### src/rtl/regfile_wb_arbiter_pkg.sv
// -----------------------------------------------------------------------------
// regfile_wb_arbiter_pkg
// Shared constants and types for the register-file writeback arbiter:
// register address width, register count, default data width, the register
// address type and a writeback request record {addr, data}.
// -----------------------------------------------------------------------------
package regfile_wb_arbiter_pkg;

   localparam int REG_ADDR_W = 5;
   localparam int NUM_REGS   = 32;
   localparam int XLEN       = 32;

   typedef logic [REG_ADDR_W-1:0] reg_addr_t;

   typedef struct packed {
      reg_addr_t       addr;
      logic [XLEN-1:0] data;
   } wb_req_t;

endpackage

### src/rtl/regfile_wb_arbiter_if.sv
// -----------------------------------------------------------------------------
// regfile_wb_arbiter_if
// Bundle of the NUM_REQ writeback requester handshakes.
//   req_valid [NUM_REQ]        requester i has a pending write
//   req_ready [NUM_REQ]        requester i is granted this cycle
//   req_addr  [NUM_REQ*5]      destination register, requester i at [5i+4:5i]
//   req_data  [NUM_REQ*XLEN]   write data, requester i at [XLEN*i +: XLEN]
// Modports: master = requester side, slave = arbiter side.
// -----------------------------------------------------------------------------
interface regfile_wb_arbiter_if
   import regfile_wb_arbiter_pkg::*;
#(
   parameter int NUM_REQ = 3,
   parameter int XLEN    = 32
);

   logic [NUM_REQ-1:0]            req_valid;
   logic [NUM_REQ-1:0]            req_ready;
   logic [NUM_REQ*REG_ADDR_W-1:0] req_addr;
   logic [NUM_REQ*XLEN-1:0]       req_data;

   modport master (output req_valid, output req_addr, output req_data, input req_ready);
   modport slave  (input req_valid, input req_addr, input req_data, output req_ready);

endinterface

### src/rtl/regfile_wb_arbiter_rr_arbiter.sv
// -----------------------------------------------------------------------------
// regfile_wb_arbiter_rr_arbiter
// One-hot grant generator for NUM_REQ requesters.
//   clk, rst_n   clock / asynchronous active-low reset
//   req          request vector
//   grant        one-hot grant (all zero when nothing requests)
// Default: round-robin, scan starts at an internal pointer which moves to
// one past the granted index. With WB_FIXED_PRIO_EN defined the pointer is
// removed and the lowest requesting index always wins.
// -----------------------------------------------------------------------------
module regfile_wb_arbiter_rr_arbiter #(
   parameter int NUM_REQ = 3
) (
   input  logic               clk,
   input  logic               rst_n,
   input  logic [NUM_REQ-1:0] req,
   output logic [NUM_REQ-1:0] grant
);

`ifdef WB_FIXED_PRIO_EN

   // No state in this build; clock and reset are intentionally unused.
   logic unused_clk_rst;
   assign unused_clk_rst = clk ^ rst_n;

   always_comb begin
      logic found;
      grant = '0;
      found = 1'b0;
      for (int i = 0; i < NUM_REQ; i++) begin
         if (!found && req[i]) begin
            found    = 1'b1;
            grant[i] = 1'b1;
         end
      end
   end

`else

   localparam int PTR_W = (NUM_REQ > 1) ? $clog2(NUM_REQ) : 1;

   logic [PTR_W-1:0] ptr_reg;
   logic [PTR_W-1:0] ptr_next;

   // Two passes implement the wrap-around scan: first indices at or above
   // the pointer, then from zero if nothing was found.
   always_comb begin
      logic found;
      grant    = '0;
      ptr_next = ptr_reg;
      found    = 1'b0;
      for (int i = 0; i < NUM_REQ; i++) begin
         if (!found && req[i] && (i >= int'(ptr_reg))) begin
            found    = 1'b1;
            grant[i] = 1'b1;
            ptr_next = (i == NUM_REQ-1) ? '0 : PTR_W'(i + 1);
         end
      end
      for (int i = 0; i < NUM_REQ; i++) begin
         if (!found && req[i]) begin
            found    = 1'b1;
            grant[i] = 1'b1;
            ptr_next = (i == NUM_REQ-1) ? '0 : PTR_W'(i + 1);
         end
      end
   end

   always_ff @(posedge clk or negedge rst_n) begin
      if (!rst_n) begin
         ptr_reg <= '0;
      end else begin
         ptr_reg <= ptr_next;
      end
   end

`endif

endmodule

### src/rtl/regfile_wb_arbiter.sv
// -----------------------------------------------------------------------------
// regfile_wb_arbiter
// Shares the register-file write port between NUM_REQ writeback requesters
// and keeps a scoreboard of outstanding destination registers.
//   clk, rst_n    clock / asynchronous active-low reset
//   req           requester handshakes (regfile_wb_arbiter_if.slave)
//   wen/waddr/wdata  registered register-file write port
//   issue_valid/issue_rd  issued instruction with destination register
//   busy[32]      bit r set while a write to xr is outstanding
// Optional build macro: WB_FIXED_PRIO_EN (fixed lowest-index priority instead
// of round-robin).
// -----------------------------------------------------------------------------
module regfile_wb_arbiter
   import regfile_wb_arbiter_pkg::*;
#(
   parameter int NUM_REQ = 3,
   parameter int XLEN    = 32
) (
   input  logic                  clk,
   input  logic                  rst_n,
   regfile_wb_arbiter_if.slave   req,
   output logic                  wen,
   output reg_addr_t             waddr,
   output logic [XLEN-1:0]       wdata,
   input  logic                  issue_valid,
   input  reg_addr_t             issue_rd,
   output logic [NUM_REGS-1:0]   busy
);

   logic [NUM_REQ-1:0]  arb_req;
   logic [NUM_REQ-1:0]  grant;
   reg_addr_t           sel_addr;
   logic [XLEN-1:0]     sel_data;
   logic                wen_reg;
   reg_addr_t           waddr_reg;
   logic [XLEN-1:0]     wdata_reg;
   logic [NUM_REGS-1:0] busy_vec;

   // Nobody is granted while reset is held, so requesters are never told
   // they were accepted by a write that the reset will discard.
   assign arb_req = req.req_valid & {NUM_REQ{rst_n}};

   regfile_wb_arbiter_rr_arbiter #(
      .NUM_REQ (NUM_REQ)
   ) u_arb (
      .clk   (clk),
      .rst_n (rst_n),
      .req   (arb_req),
      .grant (grant)
   );

   assign req.req_ready = grant;

   always_comb begin
      sel_addr = '0;
      sel_data = '0;
      for (int i = 0; i < NUM_REQ; i++) begin
         if (grant[i]) begin
            sel_addr = req.req_addr[REG_ADDR_W*i +: REG_ADDR_W];
            sel_data = req.req_data[XLEN*i +: XLEN];
         end
      end
   end

   // Writes to x0 are consumed but never reach the register file.
   always_ff @(posedge clk or negedge rst_n) begin
      if (!rst_n) begin
         wen_reg   <= 1'b0;
         waddr_reg <= '0;
         wdata_reg <= '0;
      end else if ((|grant) && (sel_addr != '0)) begin
         wen_reg   <= 1'b1;
         waddr_reg <= sel_addr;
         wdata_reg <= sel_data;
      end else begin
         wen_reg   <= 1'b0;
         waddr_reg <= '0;
         wdata_reg <= '0;
      end
   end

   assign wen   = wen_reg;
   assign waddr = waddr_reg;
   assign wdata = wdata_reg;

   // Scoreboard: x0 never busy. A new issue to a register beats a completing
   // write to the same register, since the issue is the newer producer.
   assign busy_vec[0] = 1'b0;

   for (genvar gi = 1; gi < NUM_REGS; gi++) begin : g_sb
      logic bit_reg;
      logic set_hit;
      logic clr_hit;

      assign set_hit = issue_valid && (issue_rd == reg_addr_t'(gi));
      assign clr_hit = wen_reg && (waddr_reg == reg_addr_t'(gi));

      always_ff @(posedge clk or negedge rst_n) begin
         if (!rst_n) begin
            bit_reg <= 1'b0;
         end else if (set_hit) begin
            bit_reg <= 1'b1;
         end else if (clr_hit) begin
            bit_reg <= 1'b0;
         end
      end

      assign busy_vec[gi] = bit_reg;
   end

   assign busy = busy_vec;

endmodule
### src/flat_wrapper.sv
// flat-port wrapper written by rule: the top's interface ports become plain ports
module regfile_wb_arbiter_flat import regfile_wb_arbiter_pkg::*;
#(
   parameter int NUM_REQ = 3,
   parameter int XLEN    = 32
)
  (clk, rst_n, wen, waddr, wdata, issue_valid, issue_rd, busy, req_req_valid, req_req_addr, req_req_data, req_req_ready);
  regfile_wb_arbiter_if #(.NUM_REQ(NUM_REQ), .XLEN(XLEN)) req_i ();
  input  logic clk;
  input  logic rst_n;
  output logic wen;
  output reg_addr_t waddr;
  output logic [XLEN-1:0] wdata;
  input  logic issue_valid;
  input  reg_addr_t issue_rd;
  output logic [NUM_REGS-1:0] busy;
  input wire logic [$bits(req_i.req_valid)-1:0] req_req_valid;
  input wire logic [$bits(req_i.req_addr)-1:0] req_req_addr;
  input wire logic [$bits(req_i.req_data)-1:0] req_req_data;
  output wire logic [$bits(req_i.req_ready)-1:0] req_req_ready;
  assign req_i.req_valid = req_req_valid;
  assign req_i.req_addr = req_req_addr;
  assign req_i.req_data = req_req_data;
  assign req_req_ready = req_i.req_ready;
  regfile_wb_arbiter #(.NUM_REQ(NUM_REQ), .XLEN(XLEN)) u_core (.clk(clk), .rst_n(rst_n), .req(req_i), .wen(wen), .waddr(waddr), .wdata(wdata), .issue_valid(issue_valid), .issue_rd(issue_rd), .busy(busy));
endmodule
### config.mk
export PLATFORM = sky130hd
export DESIGN_NAME = regfile_wb_arbiter_flat
export DESIGN_NICKNAME = d
export VERILOG_FILES = /design/src/rtl/regfile_wb_arbiter_pkg.sv /design/src/rtl/regfile_wb_arbiter_if.sv /design/src/rtl/regfile_wb_arbiter_rr_arbiter.sv /design/src/rtl/regfile_wb_arbiter.sv /design/src/flat_wrapper.sv
export SDC_FILE = /design/constraint.sdc
export NUM_CORES = 1
export LEC_CHECK = 0
export ABC_AREA = 1
export BUFFER_PORTS_ARGS = -buffer_cell sky130_fd_sc_hd__buf_2
export CAP_MARGIN = 10
export CORE_MARGIN = 3
export CORE_UTILIZATION = 46
export CTS_BUF_LIST = sky130_fd_sc_hd__clkbuf_16
export DETAILED_ROUTE_END_ITERATION = 12
export PLACE_DENSITY = 0.83
export SLEW_MARGIN = 20
export SYNTH_ARGS = -nofsm -noshare
export SYNTH_HDL_FRONTEND = slang
export SYNTH_HIERARCHICAL = 1
export SYNTH_SLANG_ARGS = --single-unit
### constraint.sdc
create_clock -name clk -period 2 [get_ports clk]
set_input_delay 0.2 -clock clk [delete_from_list [all_inputs] [get_ports clk]]
set_output_delay 0.2 -clock clk [all_outputs]
set_load 0.03 [all_outputs]
==> run metrics <==
max_cap viols=0; list of most frequent post-synthesis cells=nand2_1, dfrtp_1, o21ai_0; period utilisation layout=1.07; gr usage total=0.255; Lkg Pwr=around 2.8 nW; final core occ=0.662; placeable core area=0.00785 mm^2; final setup fails=33; GRT Residual Overflow=0; crit path kind=reg2reg; critical path capture point type=flop; outcome=finished, violations left; Post-DP Area=0.00464 mm^2; Seq cells post-synth=71; failing checks=negative hold slack, negative setup slack; Design Area, Final=between 0.005 and 0.006 mm^2; clock sink count=71; Peak VDD IR=approximately 0.53 mV; Final GP Congestion=0.997; Max FO, Critical Path=8; DR WL/cell=about 15 um; Tmin final=between 2 and 2.5 ns; detailed placer's ending HPWL=between 8 and 9 mm; # IOs=between 150 and 200; Net Count, Synth=between 600 and 700; Max Freq=between 400 and 500 MHz; FP Rows=32; Mean Syn Cell Area=approximately 7.4 um^2; Die X=96.5 um; Ys Warns=6; endpoints failing hold=5; first-pass GRT wire length=around 18 mm; Worst Max-Slew Pin Slew=between 0.5 and 0.6 ns; synthesized cell area=about 0.0038 mm^2; largest net degree at the start of global routing=between 40 and 50; DRC=0; clk buf depth=2; vias in the first global route=just under 4000; share of cells above drive strength 1=0.389; Clk pwr share=0.253; DRT iter0 DRCs=about 190; total number of vias=4176; critical path required time=~2.2 ns; Largest register FFs=32; die footprint=a little over 0.009 mm^2; H-tree depth=3; synth-to-layout area growth=37.9%; Rel. slew slack=0.619; Worst Skew=roughly 0.0056 ns; clk root buf=clkbuf_16; Synth Flop Type=dfrtp_1; die height=96.5 um; CTS tree=yes; Switching Share=0.416; most frequent cell after synthesis=nand2_1; WHS=-0.00818 ns; Num CTS Buffers=9; PnR worst setup slack=-0.132 ns; asr flop ratio synth=1.00; PortBufs=193; worst skew pair latency=~0.32 ns; ant diodes=0; P_int=approximately 3.8 mW; Yosys cell types=23; Total Wirelength=between 10 and 15 mm; number of vias per cell=5.25; CP Data Arrival Time=2.33 ns; PD cells=between 1000 and 1500 mW/mm^2; HP Class=in2async; Logic pwr share=0.421; register clock-pin slew on the reported worst setup and hold paths=about 0.060 ns; DRT antenna net count=0; synth top area cells=dfrtp_1, nand2_1, o21ai_0; drt pass-1 iters=5; sequential share of the synthesized area=0.471; Initial Utilization=0.480; antenna violations before repair=0; max-slew violation count=0; crit path launch type=flop; RSZ-0062 raised after global routing=yes; Nets=811; Post-synth EDFFs=0; Mapped Cells=510; Sw Pwr=between 2 and 3 mW; cell taking the most area after synthesis=dfrtp_1; share of Yosys cell area claimed by the top area cell type=0.471; sequential power share=0.325
-- layout make-up --
type / count / area [um^2]
clock buffer: 9 / 225
clock inverter: 7 / 88.8
fill: 658 / 2650
inverter: 32 / 125
multi-input combinational: 354 / 1600
sequential: 71 / 1780
tap: 102 / 128
timing repair buffer: 221 / 1250
-- routing by layer --
layer | vias up | global-route usage | share of wire
li1 | 1943 | - | -
met1 | 1919 | 0.294 | 0.34
met2 | 278 | 0.451 | 0.52
met3 | 36 | 0.0558 | 0.11
met4 | 0 | 0.117 | 0.033
met5 | - | 0 | 0
-- power groups by stage --
stage / logic (mW) / clock network [mW] / registers [mW]
floorplan: 1.84 / 0 / 2.42
global placement: 2.53 / 0 / 2.14
detailed placement: 2.59 / 0 / 2.16
CTS: 2.66 / 1.69 / 2.13
global route: 3.00 / 1.76 / 2.18
finish: 2.76 / 1.66 / 2.13
-- critical path, stage by stage, from the launching register on --
cell	delay (ns)
dfrtp_1	0.42
nand2_2	0.09
nand2_2	0.07
nand4_1	0.15
nor2_2	0.17
nand2_2	0.09
nand2_4	0.10
inv_4	0.05
or2_1	0.24
nand2_2	0.08
nand3_2	0.09
nor2_4	0.13
buf_6	0.14
clkbuf_16	0.15
nor2_1	0.04
-- path summary, 6_finish.rpt --
path                                                     start                             endpoint  slack, ns  depth (start not counted)
setup / recovery           u_core/u_arb/ptr_reg[0]$_DFFE_PN0P_           u_core/wdata[30]$_DFF_PN0_      -0.13                         14
hold / removal                                           rst_n  u_core/u_arb/ptr_reg[0]$_DFFE_PN0P_     -0.008                          2
setup reg to reg           u_core/u_arb/ptr_reg[0]$_DFFE_PN0P_           u_core/wdata[30]$_DFF_PN0_      -0.13                         14
hold reg to reg             u_core/g_sb[5].bit_reg$_DFFE_PN0P_   u_core/g_sb[5].bit_reg$_DFFE_PN0P_       0.48                          2
max in group asynchronous                                rst_n           u_core/wdata[23]$_DFF_PN0_       1.28                          3
min in group clk                                   issue_rd[4]   u_core/g_sb[4].bit_reg$_DFFE_PN0P_       0.10                          2
-- kinds of logic (layout without fill, tap and decap cells) --
family,Yosys count,in the layout,share of synthesized area
DFF,71,71,0.471
AOI/OAI and AO/OA,106,106,0.146
buffers and inverters,85,269,0.125
other,1,1,0.000995
and+or+nand+nor,247,247,0.257
-- stage by stage --
stage	TNS, ns	power (mW)	hold WS (ns)	std cells	worst slack (ns)
6_report	-3.58	6.56	-0.00818	796	-0.132
5_1_grt	-7.63	6.93	0.0536	796	-0.251
4_1_cts	-2.45	6.48	0.00944	789	-0.0851
3_5_place_dp	-2.42	4.75	0.249	767	-0.0869
3_3_place_gp	0	4.67	0.243	767	0.0544
2_1_floorplan	0	4.26	-0.0956	510	0.00567
-- placed cells by master, fill, tap and decap left out, types with 3 or more instances in the layout --
cell and count:
nand3_1 3, nand4_1 3, or2_1 5, nor2_1 49, inv_1 29, a21oi_1 34, nand2_1 161, nand2_2 11
clkbuf_16 11, buf_2 191, nor2_4 4, o21ai_0 64, dfrtp_1 70, a21oi_2 4, nor2_2 8, buf_4 23
-- repair_timing --
action                                  in CTS  in global routing
resized for setup                            6                 32
setup buffers                                4                  6
endpoints found under the hold margin       26                  0
hold buffers                                 1                  0
pin swaps                                    5                 11
gates cloned                                 1                  2
endpoints found under the setup margin      32                 34
Power figures use the tool's default switching activity.
